--- config.mk ---
export PLATFORM = sky130hd
export DESIGN_NAME = cnn_acc_requant_flat
export DESIGN_NICKNAME = d
export VERILOG_FILES = /design/src/rtl/cnn_acc_requant_if.sv /design/src/rtl/cnn_acc_requant.sv /design/src/flat_wrapper.sv
export SDC_FILE = /design/constraint.sdc
export NUM_CORES = 1
export LEC_CHECK = 0
export CAP_MARGIN = 30
export CORE_UTILIZATION = 50
export CTS_CLUSTER_SIZE = 12
export DETAILED_ROUTE_END_ITERATION = 12
export HOLD_SLACK_MARGIN = 0.12
export PLACE_DENSITY = 0.76
export SETUP_SLACK_MARGIN = 0.1
export SLEW_MARGIN = 20
export SYNTH_ARGS = -nofsm -noshare
export SYNTH_HDL_FRONTEND = slang
export SYNTH_SLANG_ARGS = --single-unit
--- constraint.sdc ---
create_clock -name clk -period 3.1 [get_ports clk]
set_clock_uncertainty 0.2 [all_clocks]
set_input_delay 0.31 -clock clk [delete_from_list [all_inputs] [get_ports clk]]
set_output_delay 0.31 -clock clk [all_outputs]
set_load 0.01 [all_outputs]
--- src/rtl/cnn_acc_requant_if.sv ---
// Stream bundle for cnn_acc_requant: product beats in, requantized window results out.
interface cnn_acc_requant_if #(
  parameter int unsigned DIN_WIDTH  = 22,
  parameter int unsigned DOUT_WIDTH = 8,
  parameter int unsigned CNT_WIDTH  = 8
);
  logic                  in_valid;
  logic                  in_last;
  logic [DIN_WIDTH-1:0]  in_data;
  logic                  in_ready;
  logic                  out_valid;
  logic                  out_ready;
  logic [DOUT_WIDTH-1:0] out_data;
  logic [CNT_WIDTH-1:0]  out_count;

  modport master (
    output in_valid, in_last, in_data, out_ready,
    input  in_ready, out_valid, out_data, out_count
  );

  modport slave (
    input  in_valid, in_last, in_data, out_ready,
    output in_ready, out_valid, out_data, out_count
  );
endinterface

--- src/rtl/cnn_acc_requant.sv ---
// Window accumulator with round-half-up requantization and a single-entry output register.
// Optional CNN_ACC_SAT_EN: saturate out_data to all ones on range overflow or in-window carry.
module cnn_acc_requant #(
  parameter int unsigned DIN_WIDTH  = 22,
  parameter int unsigned ACC_WIDTH  = 32,
  parameter int unsigned SHIFT      = 8,
  parameter int unsigned DOUT_WIDTH = 8,
  parameter int unsigned CNT_WIDTH  = 8
) (
  input  logic               clk,
  input  logic               reset,
  cnn_acc_requant_if.slave   bus,
  output logic               ovf
);
  localparam int unsigned SUM_W = ACC_WIDTH + 2;
  localparam int unsigned R_W   = SUM_W - SHIFT;

  logic [ACC_WIDTH-1:0]  acc;
  logic [CNT_WIDTH-1:0]  cnt;
  logic                  accept_c;
  logic [ACC_WIDTH:0]    sum_c;
  logic [SUM_W-1:0]      rnd_c;
  logic [R_W-1:0]        r_c;
  logic [DOUT_WIDTH-1:0] q_c;

  // Output register drains in the same cycle it reloads, so ready only drops while stalled.
  assign bus.in_ready = !bus.out_valid | bus.out_ready;
  assign accept_c     = bus.in_valid & bus.in_ready;

  assign sum_c = {1'b0, acc} + (ACC_WIDTH+1)'(bus.in_data);
  assign rnd_c = SUM_W'(sum_c) + (SUM_W'(1) << (SHIFT - 1));
  assign r_c   = R_W'(rnd_c >> SHIFT);

`ifdef CNN_ACC_SAT_EN
  localparam logic [SUM_W-1:0] Q_MAX = SUM_W'((64'd1 << DOUT_WIDTH) - 64'd1);
  logic win_ovf;

  always_comb begin
    q_c = DOUT_WIDTH'(r_c);
    if (win_ovf || sum_c[ACC_WIDTH] || (SUM_W'(r_c) > Q_MAX)) q_c = '1;
  end

  // Carry seen earlier in the current window; cleared when the window closes.
  always_ff @(posedge clk or posedge reset) begin
    if (reset) begin
      win_ovf <= 1'b0;
    end else if (accept_c) begin
      if (bus.in_last)         win_ovf <= 1'b0;
      else if (sum_c[ACC_WIDTH]) win_ovf <= 1'b1;
    end
  end
`else
  assign q_c = DOUT_WIDTH'(r_c);
`endif

  always_ff @(posedge clk or posedge reset) begin
    if (reset) begin
      acc           <= '0;
      cnt           <= '0;
      ovf           <= 1'b0;
      bus.out_valid <= 1'b0;
      bus.out_data  <= '0;
      bus.out_count <= '0;
    end else begin
      if (bus.out_ready) bus.out_valid <= 1'b0;
      if (accept_c) begin
        if (sum_c[ACC_WIDTH]) ovf <= 1'b1;
        if (bus.in_last) begin
          bus.out_data  <= q_c;
          bus.out_count <= cnt + CNT_WIDTH'(1);
          bus.out_valid <= 1'b1;
          acc           <= '0;
          cnt           <= '0;
        end else begin
          acc <= sum_c[ACC_WIDTH-1:0];
          cnt <= cnt + CNT_WIDTH'(1);
        end
      end
    end
  end
endmodule
--- src/flat_wrapper.sv ---
// flat-port wrapper written by rule: the top's interface ports become plain ports
module cnn_acc_requant_flat 
#(
  parameter int unsigned DIN_WIDTH  = 22,
  parameter int unsigned ACC_WIDTH  = 32,
  parameter int unsigned SHIFT      = 8,
  parameter int unsigned DOUT_WIDTH = 8,
  parameter int unsigned CNT_WIDTH  = 8
)
  (clk, reset, ovf, bus_in_valid, bus_in_last, bus_in_data, bus_out_ready, bus_in_ready, bus_out_valid, bus_out_data, bus_out_count);
  cnn_acc_requant_if #(.DIN_WIDTH(DIN_WIDTH), .DOUT_WIDTH(DOUT_WIDTH), .CNT_WIDTH(CNT_WIDTH)) bus_i ();
  input  logic clk;
  input  logic reset;
  output logic ovf;
  input wire logic [$bits(bus_i.in_valid)-1:0] bus_in_valid;
  input wire logic [$bits(bus_i.in_last)-1:0] bus_in_last;
  input wire logic [$bits(bus_i.in_data)-1:0] bus_in_data;
  input wire logic [$bits(bus_i.out_ready)-1:0] bus_out_ready;
  output wire logic [$bits(bus_i.in_ready)-1:0] bus_in_ready;
  output wire logic [$bits(bus_i.out_valid)-1:0] bus_out_valid;
  output wire logic [$bits(bus_i.out_data)-1:0] bus_out_data;
  output wire logic [$bits(bus_i.out_count)-1:0] bus_out_count;
  assign bus_i.in_valid = bus_in_valid;
  assign bus_i.in_last = bus_in_last;
  assign bus_i.in_data = bus_in_data;
  assign bus_i.out_ready = bus_out_ready;
  assign bus_in_ready = bus_i.in_ready;
  assign bus_out_valid = bus_i.out_valid;
  assign bus_out_data = bus_i.out_data;
  assign bus_out_count = bus_i.out_count;
  cnn_acc_requant #(.DIN_WIDTH(DIN_WIDTH), .ACC_WIDTH(ACC_WIDTH), .SHIFT(SHIFT), .DOUT_WIDTH(DOUT_WIDTH), .CNT_WIDTH(CNT_WIDTH)) u_core (.clk(clk), .reset(reset), .bus(bus_i), .ovf(ovf));
endmodule
# Word level (Yosys, flattened, before mapping)

Index checks and enable logic that the tools add are counted.

Logic and storage cells: 19
Register bits: 58
Input port bits: 27

Add/sub/neg operators: 3
Bitwise logic cells: 2
Reduce and logical (&&, ||, !) cells: 3
Muxes and demuxes: 5

Operators with widths:

| kind                                                             | count |
|---|---|
| 32-bit by 22-bit adder with 33-bit output                        | 1 |
| 32-bit 2-to-1 mux                                                | 1 |
| 16-bit by 8-bit adder with 16-bit output (second input constant) | 1 |
| 8-bit by 1-bit adder with 8-bit output (second input constant)   | 1 |
| 8-bit 2-to-1 mux                                                 | 1 |
| 2-bit AND reduction                                              | 2 |
| 1-bit 2-to-1 mux                                                 | 3 |
| 1-bit bitwise AND                                                | 1 |
| 1-bit zero test                                                  | 1 |
| 1-bit bitwise OR                                                 | 1 |

# Depth between registers and ports, before layout

Gate-level depths: netlist of run 1.

Depth in word-level cells: 4
Mapped depth: 13
Mapped depth without buffers: 13

# Least setup slack after synthesis of run 1

No wires, ideal clock.

Path type: reg2reg
Start: register u_core.acc[0]
End: register u_core.bus.out_data[7]
Cell stages (with the launch flop): 14
Required time: 2.818 ns
Clock period less this slack: 3.365 ns
Path slack: -0.265 ns
Arrival: 3.083 ns
Path through: dfrtp_1 ha_1 inv_1 fa_1 nand2b_1 a21oi_1 o31a_1 o22ai_1 xnor2_1 ha_1 nand3_2 or3b_4 or3_1 a31oi_1

Cells in the longest elaborated chain, start to end: 2

Ends and longest elaborated chain:

| item                                      | RTL line                 | RTL |
|---|---|---|
| from (decl)                               | cnn_acc_requant.sv:18    | `logic [ACC_WIDTH-1:0] acc;` |
| from (signal assigned)                    | cnn_acc_requant.sv:75    | `acc <= sum_c[ACC_WIDTH-1:0];` |
| 32-bit by 22-bit adder with 33-bit output | cnn_acc_requant.sv:30    | `assign sum_c = {1'b0, acc} + (ACC_WIDTH+1)'(bus.in_data);` |
| 16-bit by 8-bit adder with 16-bit output  | cnn_acc_requant.sv:31    | `assign rnd_c = SUM_W'(sum_c) + (SUM_W'(1) << (SHIFT - 1));` |
| to (signal assigned)                      | cnn_acc_requant.sv:69    | `bus.out_data <= q_c;` |
| to (decl)                                 | cnn_acc_requant_if.sv:23 | `output in_ready, out_valid, out_data, out_count` |

Every way passes these cells.
A chain may end at the register's enable or synchronous reset.

# Final worst setup path of run 1

Ends and elaborated chain as after synthesis.

==> flow_summary.html, run 1 <==
<table>
<tr><th>Metric</th><th>Value</th></tr>
<tr><th colspan="2">Clock network</th></tr>
<tr><td>Max clock buf depth</td><td>2</td></tr>
<tr><td>Clock tree sinks</td><td>58</td></tr>
<tr><td>Buffer type at the clock tree root</td><td>clkbuf_8</td></tr>
<tr><td>Clk Latency, worst-skew pair</td><td>0.35 ns</td></tr>
<tr><td>CTS clock-pin slew for the worst setup and hold paths</td><td>0.08 ns</td></tr>
<tr><td>CTS tree</td><td>yes</td></tr>
<tr><td>Number of buffers created by CTS</td><td>9</td></tr>
<tr><td>H-tree depth reported by CTS</td><td>3</td></tr>
<tr><td>Post-CTS Hold Fix Bufs</td><td>0</td></tr>
<tr><th colspan="2">Cells and area</th></tr>
<tr><td>Final Cell Area</td><td>4970 µm²</td></tr>
<tr><td>Number of nets at the end of the flow</td><td>557</td></tr>
<tr><td>Combined area of the multi-input logic cells</td><td>2180 µm²</td></tr>
<tr><td>Share of layout cells above drive strength 1</td><td>20.6%</td></tr>
<tr><td>Area Growth Syn to Fin</td><td>37.8%</td></tr>
<tr><td>Antenna diodes</td><td>0</td></tr>
<tr><td>Finished Layout Cells</td><td>606</td></tr>
<tr><td>Sequential Area</td><td>1450 µm²</td></tr>
<tr><td>Filler instances</td><td>557</td></tr>
<tr><th colspan="2">GRT</th></tr>
<tr><td>Number of global-route vias before repair</td><td>3327</td></tr>
<tr><td>First-pass GRT wire length</td><td>15400 µm</td></tr>
<tr><td>Antenna violations before repair</td><td>0</td></tr>
<tr><td>Largest net degree at the start of global routing</td><td>38</td></tr>
<tr><td>Overflow left after global routing</td><td>0</td></tr>
<tr><td>Gr usage total</td><td>26.4%</td></tr>
<tr><th colspan="2">Critical path</th></tr>
<tr><td>Stage delay of the slowest cell on the critical path</td><td>0.42 ns</td></tr>
<tr><td>Cell chain of the critical path</td><td>ha_4, inv_2, fa_2, nand2b_4, a21oi_4, o31a_1, buf_6, o21a_4, o211ai_1, a31oi_2, or3b_4, or3_1, a31oi_1</td></tr>
<tr><td>Critical path arrival</td><td>3.31 ns</td></tr>
<tr><td>Slowest cell on crit path</td><td>dfrtp_1</td></tr>
<tr><td>Worst Path Buf+Inv</td><td>2</td></tr>
<tr><td>CP Data Required Time</td><td>3.16 ns</td></tr>
<tr><td>Startpoint class of the critical path</td><td>flip-flop</td></tr>
<tr><td>WS Path Type</td><td>reg -&gt; reg</td></tr>
<tr><td>Gate family responsible for the most delay along the worst path</td><td>compound AO/OA/AOI/OAI gates</td></tr>
<tr><td>Type of destination of the critical path</td><td>flip-flop</td></tr>
<tr><td>Worst-path fanout max</td><td>4</td></tr>
<tr><th colspan="2">Route</th></tr>
<tr><td>Remaining antenna violation count after routing</td><td>0</td></tr>
<tr><td>Detailed-route vias per instance</td><td>5.62</td></tr>
<tr><td>Post-detailed-route DRC marker count</td><td>0</td></tr>
<tr><td>Length of the first detailed-routing pass in iterations</td><td>4</td></tr>
<tr><td>Number of vias in the routed layout</td><td>3407</td></tr>
<tr><td>Violation count after the first detailed-routing iteration</td><td>161</td></tr>
<tr><td>Overall routed net length</td><td>9470 µm</td></tr>
<tr><td>Average wire per cell in the routed design</td><td>15.6 µm</td></tr>
<tr><th colspan="2">Power</th></tr>
<tr><td>VDD IR-drop max</td><td>450 µV</td></tr>
<tr><td>Internal Pwr Total</td><td>0.00284 W</td></tr>
<tr><td>Power density over cell area</td><td>926 nW/µm²</td></tr>
<tr><td>Sw power</td><td>0.00176 W</td></tr>
<tr><td>Sequential share of power</td><td>24.6%</td></tr>
<tr><td>Net switching fraction of the power</td><td>38.2%</td></tr>
<tr><td>Total leakage power</td><td>2.27 nW</td></tr>
<tr><td>Clock power frac</td><td>19.5%</td></tr>
<tr><td>Combinational group share of total power</td><td>55.9%</td></tr>
<tr><th colspan="2">Yosys</th></tr>
<tr><td>Share of synthesized cell area in and, or, nand and nor gates</td><td>18.2%</td></tr>
<tr><td>Post-Synthesis Cells</td><td>407</td></tr>
<tr><td>Flip-flop cell with the highest count after synthesis</td><td>dfrtp_1</td></tr>
<tr><td>Number of distinct library cell variants in the gate-level netlist after synthesis</td><td>54</td></tr>
<tr><td>Number of warnings issued by yosys</td><td>0</td></tr>
<tr><td>Share of synthesized flip-flops with an asynchronous set or reset</td><td>100%</td></tr>
<tr><td>Part of the Yosys area used for sequential elements</td><td>40.3%</td></tr>
<tr><td>Main combinational cell family by area after synthesis</td><td>compound AO/OA/AOI/OAI gates</td></tr>
<tr><td>EDFF count, synth</td><td>0</td></tr>
<tr><td>Proportion of synthesized area in mux cells</td><td>0.278%</td></tr>
<tr><td>Fraction of the mapped netlist area in adder cells</td><td>8.89%</td></tr>
<tr><td>Mean instance size in the synthesized netlist</td><td>8.85 µm²</td></tr>
<tr><td>Synthesized Nets</td><td>459</td></tr>
<tr><td>Synthesized-area fraction occupied by xor and xnor cells</td><td>7.05%</td></tr>
<tr><td>Synthesis-stage register bit count</td><td>58</td></tr>
<tr><td>Syn Std Cell Area</td><td>3600 µm²</td></tr>
<tr><td>Compound-Gate Fraction of Synth Area</td><td>22.2%</td></tr>
<tr><th colspan="2">STA</th></tr>
<tr><td>Worst-case headroom to the max-slew limit</td><td>41.5%</td></tr>
<tr><td>Setup repair after global routing missed its margin</td><td>true</td></tr>
<tr><td>Final-report hold violation count</td><td>0</td></tr>
<tr><td>Max-slew violation total from the final report</td><td>0</td></tr>
<tr><td>Crit share post-route</td><td>105%</td></tr>
<tr><td>Top achievable clock speed</td><td>308 MHz</td></tr>
<tr><td>Post-route setup slack</td><td>-0.150 ns</td></tr>
<tr><td>Actual transition at the worst max-transition pin</td><td>0.874 ns</td></tr>
<tr><td>Setup-violating endpoint count in the final report</td><td>4</td></tr>
<tr><td>Min Clock Period, post-route</td><td>3.25 ns</td></tr>
<tr><th colspan="2">Placement</th></tr>
<tr><td>Detailed-placement wirelength estimate</td><td>6600 µm</td></tr>
<tr><td>Gpl congestion</td><td>0.894</td></tr>
<tr><td>Setup Slack @ Placement</td><td>-0.577 ns</td></tr>
<tr><td>Area of placed instances</td><td>4510 µm²</td></tr>
<tr><td>Number of placed instances, taps included</td><td>581</td></tr>
<tr><td>Number of buffers inserted by port buffering</td><td>45</td></tr>
<tr><th colspan="2">Die</th></tr>
<tr><td>Ports placed on the boundary</td><td>46</td></tr>
<tr><td>Number of standard-cell rows in the floorplan</td><td>30</td></tr>
<tr><td>Die boundary width</td><td>86.9 µm</td></tr>
<tr><td>Die Y-Extent</td><td>86.9 µm</td></tr>
<tr><td>Effective utilization at floorplan</td><td>52.5%</td></tr>
<tr><td>Core Region</td><td>6870 µm²</td></tr>
<tr><td>Total Die Area</td><td>7550 µm²</td></tr>
<tr><th colspan="2">Worst hold path</th></tr>
<tr><td>Class of the tightest hold or removal check</td><td>in -&gt; async</td></tr>
<tr><th colspan="2">Outcome</th></tr>
<tr><td>Outcome</td><td>finished, violations left</td></tr>
<tr><td>Violations in the final reports</td><td>negative setup slack</td></tr>
<tr><th colspan="2">Job</th></tr>
<tr><td>Maxcap violations</td><td>0</td></tr>
</table>
cell usage after synthesis, types with 7 or more instances:
master,count,share of area (%)
nand2_1,60,6.3
nand2b_1,7,1.2
inv_1,12,1.2
dfrtp_1,58,40
nor2_1,30,3.1
ha_1,24,8.3
a21oi_1,28,3.9
a22o_1,9,2.2
o21ai_1,30,4.2
a31oi_1,8,1.4
xnor2_1,16,3.9
xor2_1,13,3.2
clkbuf_1,17,1.8
o21ai_0,11,1.5
nand3_1,9,1.2
flip-flops by register name (all words and copies together), names as in the netlist:
signal and count:
u_core.bus.out_data 8, u_core.cnt 8, u_core.acc 32, u_core.bus.out_count 8, u_core.bus.out_valid 1, u_core.ovf 1
power by group through the flow:
stage,combinational (W),sequential (W),clock [W]
4_1_cts,0.00243,0.00113,0.000904
3_5_place_dp,0.00222,0.00114,0
6_report,0.00257,0.00113,0.000896
5_1_grt,0.00279,0.00116,0.000936
3_3_place_gp,0.00217,0.00112,0
2_1_floorplan,0.00129,0.00114,0
what timing repair did:
action	4_1_cts	5_1_grt
buffers inserted	7	3
pin swaps	19	16
endpoints found under the setup margin	10	16
gates resized for setup	18	10
cells by family (layout without fill, tap and decap cells):
logic type               Yosys count  after routing
AND/OR/NAND/NOR                  140            140
XOR/XNOR                          29             29
multiplexers                       1              1
buffers and inverters             30            133
adder cells (fa/ha/maj)           25             25
AO/OA/AOI/OAI                    124            124
flip-flops                        58             58
path summary, 6_finish.rpt:
path / slack [ns] / cells after the start / startpoint / end
worst min-delay path: 0.12 / 2 / reset / u_core.bus.out_data[3]$_DFFE_PP0P_
worst max-delay path: -0.15 / 13 / u_core.acc[0]$_DFFE_PP0P_ / u_core.bus.out_data[7]$_DFFE_PP0P_
worst min register to register: 0.27 / 2 / u_core.bus.out_data[0]$_DFFE_PP0P_ / u_core.bus.out_data[0]$_DFFE_PP0P_
min in group clk: 0.27 / 2 / u_core.bus.out_data[0]$_DFFE_PP0P_ / u_core.bus.out_data[0]$_DFFE_PP0P_
worst max register to register: -0.15 / 13 / u_core.acc[0]$_DFFE_PP0P_ / u_core.bus.out_data[7]$_DFFE_PP0P_
max in group asynchronous: 1.96 / 3 / reset / u_core.acc[3]$_DFFE_PP0P_
metrics by stage:
| stage | hold slack (ns) | setup TNS (ns) | utilization, % | total power, W |
|---|---|---|---|---|
| floorplan | 0.247 | -0.146 | - | 0.00243 |
| global placement | 0.259 | -4.65 | 65.6 | 0.00330 |
| detailed placement | 0.262 | -6.06 | 65.6 | 0.00336 |
| CTS | 0.133 | -0.0778 | 71.2 | 0.00446 |
| global route | 0.195 | -0.729 | 72.3 | 0.00489 |
| finish | 0.119 | -0.226 | 72.3 | 0.00460 |
cells in the final DEF (no fill, tap or decap), types with 2 or more instances in the layout:
cell type        netlist  routed
o31ai_1                5       4
or3_1                  4       4
bufinv_16              0       3
o21a_4                 1       2
nand4_1                3       3
nand2_1               60      60
o21a_1                 4       3
nand3b_1               3       3
a21oi_2                0       2
a22o_1                 9       9
buf_4                  0      55
buf_6                  0       5
ha_1                  24      22
xor2_1                13      13
xnor2_2                0       2
a211oi_1               3       3
or2_2                  2       2
xnor2_1               16      14
a31oi_1                8       7
clkdlybuf4s50_1        0      44
clkbuf_8               0       9
nand2b_1               7       6
inv_1                 12      10
nor4_1                 2       2
nand3_1                9       9
o21ai_1               30      30
and2_1                 2       2
nor2_1                30      29
and3_1                 6       6
o21ai_0               11      11
a41o_1                 2       2
nand4b_1               2       2
a21o_1                 6       6
nor3_1                 5       5
clkinv_4               0       3
a21oi_1               28      25
dfrtp_1               58      58
inv_2                  0       2
layout make-up:
cell class | count | share of cell area (%)
clock inverter | 7 | 2.52
inverter | 12 | 0.907
tap | 96 | 2.42
sequential | 58 | 29.2
multi-input combinational | 319 | 44.0
timing repair buffer | 105 | 18.5
clock buffer | 9 | 2.49
metal layers:
| metal | wire length (µm) | share of wire (%) | GRT usage [%] | up-vias |
|---|---|---|---|---|
| li1 | - | - | - | 1660 |
| met2 | 4740 | 50 | 45.2 | 93 |
| met3 | 429 | 4.5 | 5.78 | 19 |
| met4 | 199 | 2.1 | 11.4 | 0 |
| met1 | 4100 | 43 | 32.0 | 1635 |
| met5 | 0 | 0 | 0 | - |
(Power assumes the default switching activity.)
==> run 2, diff against run 1 <==
--- a/config.mk
+++ b/config.mk
@@ -9,8 +9,9 @@
 export CORE_UTILIZATION = 50
 export CTS_CLUSTER_SIZE = 12
 export DETAILED_ROUTE_END_ITERATION = 12
+export GPL_TIMING_DRIVEN = 0
 export HOLD_SLACK_MARGIN = 0.12
-export PLACE_DENSITY = 0.76
+export PLACE_DENSITY_LB_ADDON = 0.3
 export SETUP_SLACK_MARGIN = 0.1
 export SLEW_MARGIN = 20
 export SYNTH_ARGS = -nofsm -noshare
==> flow_summary.html, run 2 (synthesis gave the netlist of run 1 again) <==
<table>
<tr><th>Metric</th><th>Value</th></tr>
<tr><th colspan="2">Outcome</th></tr>
<tr><td>Outcome</td><td>finished, violations left</td></tr>
<tr><td>Violations in the final reports</td><td>negative setup slack</td></tr>
<tr><th colspan="2">Job</th></tr>
<tr><td>Maxcap violations</td><td>0</td></tr>
<tr><th colspan="2">Worst hold path</th></tr>
<tr><td>End of the worst hold path</td><td>u_core.ovf$_DFFE_PP0P_</td></tr>
<tr><td>Class of the tightest hold or removal check</td><td>reg -&gt; reg</td></tr>
<tr><td>Beginning of the worst hold path</td><td>u_core.ovf$_DFFE_PP0P_</td></tr>
<tr><td>Hold Path Stages</td><td>1</td></tr>
<tr><th colspan="2">Route</th></tr>
<tr><td>Detailed-route vias per instance</td><td>5.71</td></tr>
<tr><td>Average wire per cell in the routed design</td><td>16.3 µm</td></tr>
<tr><td>Violation count after the first detailed-routing iteration</td><td>183</td></tr>
<tr><td>Number of vias in the routed layout</td><td>3336</td></tr>
<tr><td>Overall routed net length</td><td>9550 µm</td></tr>
<tr><td>Remaining antenna violation count after routing</td><td>0</td></tr>
<tr><td>Length of the first detailed-routing pass in iterations</td><td>4</td></tr>
<tr><td>Post-detailed-route DRC marker count</td><td>0</td></tr>
<tr><th colspan="2">Placement</th></tr>
<tr><td>Area of placed instances</td><td>4220 µm²</td></tr>
<tr><td>Number of buffers inserted by port buffering</td><td>45</td></tr>
<tr><td>Gpl congestion</td><td>0.862</td></tr>
<tr><td>Detailed-placement wirelength estimate</td><td>6230 µm</td></tr>
<tr><th colspan="2">Critical path</th></tr>
<tr><td>Stage delay of the slowest cell on the critical path</td><td>0.42 ns</td></tr>
<tr><td>R2R cell count</td><td>14</td></tr>
<tr><td>Startpoint class of the critical path</td><td>flip-flop</td></tr>
<tr><td>Slowest cell on crit path</td><td>or3b_4</td></tr>
<tr><td>Worst-case register-to-register setup slack</td><td>-0.21 ns</td></tr>
<tr><td>Worst Path Buf+Inv</td><td>3</td></tr>
<tr><td>Launching point of the worst reg2reg path</td><td>u_core.acc[0]$_DFFE_PP0P_</td></tr>
<tr><td>Worst-path fanout max</td><td>4</td></tr>
<tr><td>Crit Reg-Reg Endpoint</td><td>u_core.bus.out_data[7]$_DFFE_PP0P_</td></tr>
<tr><td>Critical path arrival</td><td>3.36 ns</td></tr>
<tr><td>Gate family responsible for the most delay along the worst path</td><td>simple AND/OR/NAND/NOR gates</td></tr>
<tr><td>CP Data Required Time</td><td>3.16 ns</td></tr>
<tr><td>Cell chain of the critical path</td><td>ha_4, inv_2, fa_2, nand2b_4, a21oi_4, o31a_1, buf_6, buf_6, o21a_4, o211ai_4, nand3_2, or3b_4, or3_1, a31oi_1</td></tr>
<tr><td>Type of destination of the critical path</td><td>flip-flop</td></tr>
<tr><td>WS Path Type</td><td>reg -&gt; reg</td></tr>
<tr><td>Most common cell on crit path</td><td>buf_6</td></tr>
<tr><th colspan="2">Power</th></tr>
<tr><td>Clock power frac</td><td>20.7%</td></tr>
<tr><td>Net switching fraction of the power</td><td>39.4%</td></tr>
<tr><td>Internal Pwr Total</td><td>0.00257 W</td></tr>
<tr><td>Power, Total</td><td>0.00424 W</td></tr>
<tr><td>Combinational group share of total power</td><td>52.6%</td></tr>
<tr><td>VDD IR-drop max</td><td>491 µV</td></tr>
<tr><td>Sw power</td><td>0.00167 W</td></tr>
<tr><td>Total leakage power</td><td>2.13 nW</td></tr>
<tr><td>Sequential share of power</td><td>26.7%</td></tr>
<tr><td>Power density over cell area</td><td>883 nW/µm²</td></tr>
<tr><th colspan="2">Clock network</th></tr>
<tr><td>CTS tree</td><td>yes</td></tr>
<tr><td>Buffer type at the clock tree root</td><td>clkbuf_8</td></tr>
<tr><td>Max clock buf depth</td><td>2</td></tr>
<tr><td>Number of buffers created by CTS</td><td>9</td></tr>
<tr><td>Clk Latency, worst-skew pair</td><td>0.34 ns</td></tr>
<tr><td>Clock tree sinks</td><td>58</td></tr>
<tr><td>H-tree depth reported by CTS</td><td>3</td></tr>
<tr><td>CTS clock-pin slew for the worst setup and hold paths</td><td>0.07 ns</td></tr>
<tr><th colspan="2">GRT</th></tr>
<tr><td>Grt peak-use layer</td><td>met2</td></tr>
<tr><td>Fraction of met3 tracks used by global routing</td><td>4.17%</td></tr>
<tr><td>First-pass GRT wire length</td><td>14900 µm</td></tr>
<tr><td>Largest net degree at the start of global routing</td><td>44</td></tr>
<tr><td>Number of global-route vias before repair</td><td>3159</td></tr>
<tr><td>Gr usage total</td><td>26.1%</td></tr>
<tr><td>Overflow left after global routing</td><td>0</td></tr>
<tr><td>GR Util met2</td><td>42.0%</td></tr>
<tr><td>Antenna violations before repair</td><td>0</td></tr>
<tr><td>Met1 routing resource usage after global routing</td><td>35.2%</td></tr>
<tr><th colspan="2">Cells and area</th></tr>
<tr><td>Register with the most flip-flops</td><td>u_core.acc</td></tr>
<tr><td>Max reg flops</td><td>32</td></tr>
<tr><td>Most common cell after layout, fill and taps aside</td><td>nand2_1</td></tr>
<tr><td>Final core occ</td><td>69.9%</td></tr>
<tr><td>Final Cell Area</td><td>4800 µm²</td></tr>
<tr><td>Antenna diodes</td><td>0</td></tr>
<tr><td>Number of nets at the end of the flow</td><td>535</td></tr>
<tr><td>Share of layout cells above drive strength 1</td><td>13.9%</td></tr>
<tr><td>Most frequent cells in the layout</td><td>nand2_1 (60), dfrtp_1 (58), clkdlybuf4s50_1 (44), o21ai_1 (30), nor2_1 (29)</td></tr>
<tr><td>Area Growth Syn to Fin</td><td>33.2%</td></tr>
<tr><th colspan="2">Die</th></tr>
<tr><td>Total Die Area</td><td>7550 µm²</td></tr>
<tr><td>Die Y-Extent</td><td>86.9 µm</td></tr>
<tr><td>Ports placed on the boundary</td><td>46</td></tr>
<tr><td>Effective utilization at floorplan</td><td>52.5%</td></tr>
<tr><td>Number of standard-cell rows in the floorplan</td><td>30</td></tr>
<tr><td>Die boundary width</td><td>86.9 µm</td></tr>
<tr><td>Core Region</td><td>6870 µm²</td></tr>
<tr><th colspan="2">STA</th></tr>
<tr><td>Final-report hold violation count</td><td>0</td></tr>
<tr><td>Setup repair after global routing missed its margin</td><td>true</td></tr>
<tr><td>Top achievable clock speed</td><td>302 MHz</td></tr>
<tr><td>Post-route setup slack</td><td>-0.207 ns</td></tr>
<tr><td>Setup-violating endpoint count in the final report</td><td>5</td></tr>
<tr><td>Post-route setup TNS</td><td>-0.395 ns</td></tr>
<tr><td>Worst-case headroom to the max-slew limit</td><td>57.7%</td></tr>
<tr><td>Actual transition at the worst max-transition pin</td><td>0.632 ns</td></tr>
<tr><td>Crit share post-route</td><td>107%</td></tr>
<tr><td>Max-slew violation total from the final report</td><td>0</td></tr>
<tr><td>Min Clock Period, post-route</td><td>3.31 ns</td></tr>
<tr><td>Post-route worst hold slack</td><td>0.265 ns</td></tr>
</table>
## run 2: area by class of cell
class                           count  area [µm²]
Inverter                           12        47.5
Sequential cell                    58        1450
Buffer                             17        63.8
Clock buffer                       12         145
Multi-Input combinational cell    321        2250
Clock inverter                      4        98.8
Fill cell                         532        2070
Timing Repair Buffer               64         622
Tap cell                           96         120
## run 2: metrics by stage
step	std cells	setup slack, ns
final	584	-0.207
after global routing	584	-0.292
after CTS	574	-0.161
after detailed placement	549	-1.02
after global placement	548	-0.963
after floorplan	407	-0.146
## run 2: worst max-delay path by stage
stage / startpoint / end / slack, ns / depth (start not counted)
finish: u_core.acc[0]$_DFFE_PP0P_ / u_core.bus.out_data[7]$_DFFE_PP0P_ / -0.21 / 14
global placement: bus_in_data[0] / u_core.bus.out_data[7]$_DFFE_PP0P_ / -0.96 / 14
detailed placement: bus_in_data[0] / u_core.bus.out_data[7]$_DFFE_PP0P_ / -1.02 / 14
global route: u_core.acc[0]$_DFFE_PP0P_ / u_core.bus.out_data[7]$_DFFE_PP0P_ / -0.29 / 14
floorplan: u_core.acc[0]$_DFFE_PP0P_ / u_core.bus.out_data[7]$_DFFE_PP0P_ / -0.15 / 13
CTS: u_core.acc[0]$_DFFE_PP0P_ / u_core.bus.out_data[7]$_DFFE_PP0P_ / -0.16 / 14
## run 2: layer usage
| metal | wire (µm) | part of all wire [%] |
|---|---|---|
| met2 | 4490 | 47 |
| met3 | 492 | 5.2 |
| met1 | 4430 | 46 |
| met5 | 0 | 0 |
| met4 | 131 | 1.4 |
## run 2: repair_timing
item                       CTS  global route
gates resized for setup     12            22
hold buffers                 1             0
pin swaps                   12            17
setup endpoints to repair   19            17
gates cloned                 0             2
hold endpoints to repair    15             0
buffers inserted            10             9
## run 2: power by group through the flow
stage | clock network (W) | logic, W | registers (W)
2_1_floorplan | 0 | 0.00129 | 0.00114
3_3_place_gp | 0 | 0.00175 | 0.00112
3_5_place_dp | 0 | 0.00180 | 0.00114
4_1_cts | 0.000881 | 0.00197 | 0.00113
5_1_grt | 0.000915 | 0.00244 | 0.00116
6_report | 0.000878 | 0.00223 | 0.00113
==> run 3, diff against run 2 <==
--- a/config.mk
+++ b/config.mk
@@ -10,7 +10,7 @@
 export CTS_CLUSTER_SIZE = 12
 export DETAILED_ROUTE_END_ITERATION = 12
 export GPL_TIMING_DRIVEN = 0
-export HOLD_SLACK_MARGIN = 0.12
+export HOLD_SLACK_MARGIN = 0.02
 export PLACE_DENSITY_LB_ADDON = 0.3
 export SETUP_SLACK_MARGIN = 0.1
 export SLEW_MARGIN = 20
==> constraint.sdc (replaced) <==
create_clock -name clk -period 2.79 [get_ports clk]
set_clock_uncertainty 0.2 [all_clocks]
set_input_delay 0.279 -clock clk [delete_from_list [all_inputs] [get_ports clk]]
set_output_delay 0.279 -clock clk [all_outputs]
set_load 0.01 [all_outputs]
==> flow_summary.html, run 3 (synthesis gave the netlist of run 1 again) <==
<table>
<tr><th>Metric</th><th>Value</th></tr>
<tr><th colspan="2">Power</th></tr>
<tr><td>Power, Total</td><td>0.00506 W</td></tr>
<tr><td>VDD IR-drop max</td><td>571 µV</td></tr>
<tr><td>Power density over cell area</td><td>1010 nW/µm²</td></tr>
<tr><td>Total leakage power</td><td>2.20 nW</td></tr>
<tr><th colspan="2">Cells and area</th></tr>
<tr><td>Most common cell after layout, fill and taps aside</td><td>nand2_1</td></tr>
<tr><td>Max reg flops</td><td>32</td></tr>
<tr><td>Area Growth Syn to Fin</td><td>39.2%</td></tr>
<tr><td>Most frequent cells in the layout</td><td>nand2_1 (60), dfrtp_1 (58), clkdlybuf4s50_1 (44), o21ai_1 (29), nor2_1 (28)</td></tr>
<tr><td>Antenna diodes</td><td>0</td></tr>
<tr><td>Number of nets at the end of the flow</td><td>543</td></tr>
<tr><td>Final Cell Area</td><td>5010 µm²</td></tr>
<tr><td>Register with the most flip-flops</td><td>u_core.acc</td></tr>
<tr><td>Share of layout cells above drive strength 1</td><td>19.8%</td></tr>
<tr><th colspan="2">Clock network</th></tr>
<tr><td>CTS clock-pin slew for the worst setup and hold paths</td><td>0.07 ns</td></tr>
<tr><td>Number of buffers created by CTS</td><td>9</td></tr>
<tr><td>Max clock buf depth</td><td>2</td></tr>
<tr><td>Buffer type at the clock tree root</td><td>clkbuf_8</td></tr>
<tr><td>Clock tree sinks</td><td>58</td></tr>
<tr><td>Clk Latency, worst-skew pair</td><td>0.35 ns</td></tr>
<tr><td>H-tree depth reported by CTS</td><td>3</td></tr>
<tr><td>CTS tree</td><td>yes</td></tr>
<tr><th colspan="2">Placement</th></tr>
<tr><td>Setup Slack @ Placement</td><td>-1.16 ns</td></tr>
<tr><td>Area of placed instances</td><td>4230 µm²</td></tr>
<tr><td>Detailed-placement wirelength estimate</td><td>6150 µm</td></tr>
<tr><td>Gpl congestion</td><td>0.882</td></tr>
<tr><td>Number of buffers inserted by port buffering</td><td>45</td></tr>
<tr><th colspan="2">STA</th></tr>
<tr><td>Setup-violating endpoint count in the final report</td><td>16</td></tr>
<tr><td>Post-route setup slack</td><td>-0.545 ns</td></tr>
<tr><td>Final-report hold violation count</td><td>0</td></tr>
<tr><td>Actual transition at the worst max-transition pin</td><td>0.636 ns</td></tr>
<tr><td>Post-route worst hold slack</td><td>0.260 ns</td></tr>
<tr><td>Post-route setup TNS</td><td>-4.94 ns</td></tr>
<tr><td>Setup repair after global routing missed its margin</td><td>true</td></tr>
<tr><td>Max-slew violation total from the final report</td><td>0</td></tr>
<tr><td>Min Clock Period, post-route</td><td>3.33 ns</td></tr>
<tr><td>Top achievable clock speed</td><td>300 MHz</td></tr>
<tr><td>Worst-case headroom to the max-slew limit</td><td>57.6%</td></tr>
<tr><td>Crit share post-route</td><td>120%</td></tr>
<tr><th colspan="2">Die</th></tr>
<tr><td>Ports placed on the boundary</td><td>46</td></tr>
<tr><td>Die boundary width</td><td>86.9 µm</td></tr>
<tr><td>Total Die Area</td><td>7550 µm²</td></tr>
<tr><td>Effective utilization at floorplan</td><td>52.5%</td></tr>
<tr><td>Die Y-Extent</td><td>86.9 µm</td></tr>
<tr><td>Number of standard-cell rows in the floorplan</td><td>30</td></tr>
<tr><td>Core Region</td><td>6870 µm²</td></tr>
<tr><th colspan="2">Critical path</th></tr>
<tr><td>Startpoint class of the critical path</td><td>flip-flop</td></tr>
<tr><td>WS Path Type</td><td>reg -&gt; reg</td></tr>
<tr><td>Type of destination of the critical path</td><td>flip-flop</td></tr>
<tr><td>Critical path arrival</td><td>3.40 ns</td></tr>
<tr><td>R2R cell count</td><td>13</td></tr>
<tr><td>CP Data Required Time</td><td>2.85 ns</td></tr>
<tr><td>Worst-path fanout max</td><td>3</td></tr>
<tr><th colspan="2">GRT</th></tr>
<tr><td>Largest net degree at the start of global routing</td><td>58</td></tr>
<tr><td>Gr usage total</td><td>28.8%</td></tr>
<tr><td>First-pass GRT wire length</td><td>16600 µm</td></tr>
<tr><td>Overflow left after global routing</td><td>0</td></tr>
<tr><td>Antenna violations before repair</td><td>0</td></tr>
<tr><td>Number of global-route vias before repair</td><td>3486</td></tr>
<tr><th colspan="2">Route</th></tr>
<tr><td>Number of vias in the routed layout</td><td>3555</td></tr>
<tr><td>Remaining antenna violation count after routing</td><td>0</td></tr>
<tr><td>Average wire per cell in the routed design</td><td>17.9 µm</td></tr>
<tr><td>Length of the first detailed-routing pass in iterations</td><td>5</td></tr>
<tr><td>Overall routed net length</td><td>10600 µm</td></tr>
<tr><td>Post-detailed-route DRC marker count</td><td>0</td></tr>
<tr><td>Detailed-route vias per instance</td><td>6.01</td></tr>
<tr><td>Violation count after the first detailed-routing iteration</td><td>243</td></tr>
<tr><th colspan="2">Job</th></tr>
<tr><td>Maxcap violations</td><td>0</td></tr>
<tr><th colspan="2">Outcome</th></tr>
<tr><td>Violations in the final reports</td><td>negative setup slack</td></tr>
<tr><td>Outcome</td><td>finished, violations left</td></tr>
<tr><th colspan="2">Worst hold path</th></tr>
<tr><td>Hold Path Stages</td><td>4</td></tr>
<tr><td>Class of the tightest hold or removal check</td><td>in -&gt; reg</td></tr>
</table>
==> run 3: where the power goes <==
| group | switching (W) | internal [W] | total [W] |
|---|---|---|---|
| clock | 0.000375 | 0.000593 | 0.000968 |
| sequential | 0.000175 | 0.00109 | 0.00126 |
| combinational | 0.00151 | 0.00132 | 0.00283 |
==> run 3: final timing paths <==
path | startpoint | end | slack (ns)
max in group asynchronous | reset | u_core.acc[20]$_DFFE_PP0P_ | 1.43
hold / removal | bus_in_data[0] | u_core.acc[0]$_DFFE_PP0P_ | 0.26
min in group asynchronous | reset | u_core.bus.out_data[1]$_DFFE_PP0P_ | 0.50
setup / recovery | u_core.acc[0]$_DFFE_PP0P_ | u_core.bus.out_data[7]$_DFFE_PP0P_ | -0.54
setup reg to reg | u_core.acc[0]$_DFFE_PP0P_ | u_core.bus.out_data[7]$_DFFE_PP0P_ | -0.54
hold reg to reg | u_core.ovf$_DFFE_PP0P_ | u_core.ovf$_DFFE_PP0P_ | 0.27
==> run 3: what timing repair did <==
action,CTS,global route
buffers inserted,28,5
endpoints found under the setup margin,23,29
endpoints found under the hold margin,1,0
gates resized for setup,28,33
hold buffers,1,0
pin swaps,23,18
cloned,0,1
==> run 3: worst max-delay path, stage by stage (launching register included) <==
cell      delay, ns
dfrtp_1        0.35
ha_2           0.19
inv_2          0.04
fa_2           0.34
nand2b_4       0.18
a21oi_4        0.15
o31a_1         0.23
o22ai_2        0.13
xnor2_2        0.19
ha_2           0.22
nand3_2        0.08
or3b_4         0.42
or3_4          0.39
a31oi_1        0.17
==> run 3: stage by stage <==
stage / utilization [%] / std cells
after floorplan: - / 407
after global placement: 61.1 / 548
after CTS: 70.1 / 591
final: 73.0 / 592
after detailed placement: 61.6 / 549
after global routing: 73.0 / 592
==> run 3: final cells by class <==
class                           count  area (µm²)
Multi-Input combinational cell    319        2340
Fill cell                         475        1850
Sequential cell                    58        1450
Timing Repair Buffer               76         752
Clock buffer                        9         124
Tap cell                           96         120
Clock inverter                      7         116
Buffer                             15        67.6
Inverter                           12        47.5
==> run 3: per-layer routing <==
| metal | routed length, µm | up-vias | global-route usage, % |
|---|---|---|---|
| met4 | 417 | 0 | 13.2 |
| met1 | 4290 | 1715 | 35.5 |
| met3 | 661 | 47 | 7.01 |
| met2 | 5200 | 159 | 48.0 |
| met5 | 0 | - | 0 |
| li1 | - | 1634 | - |
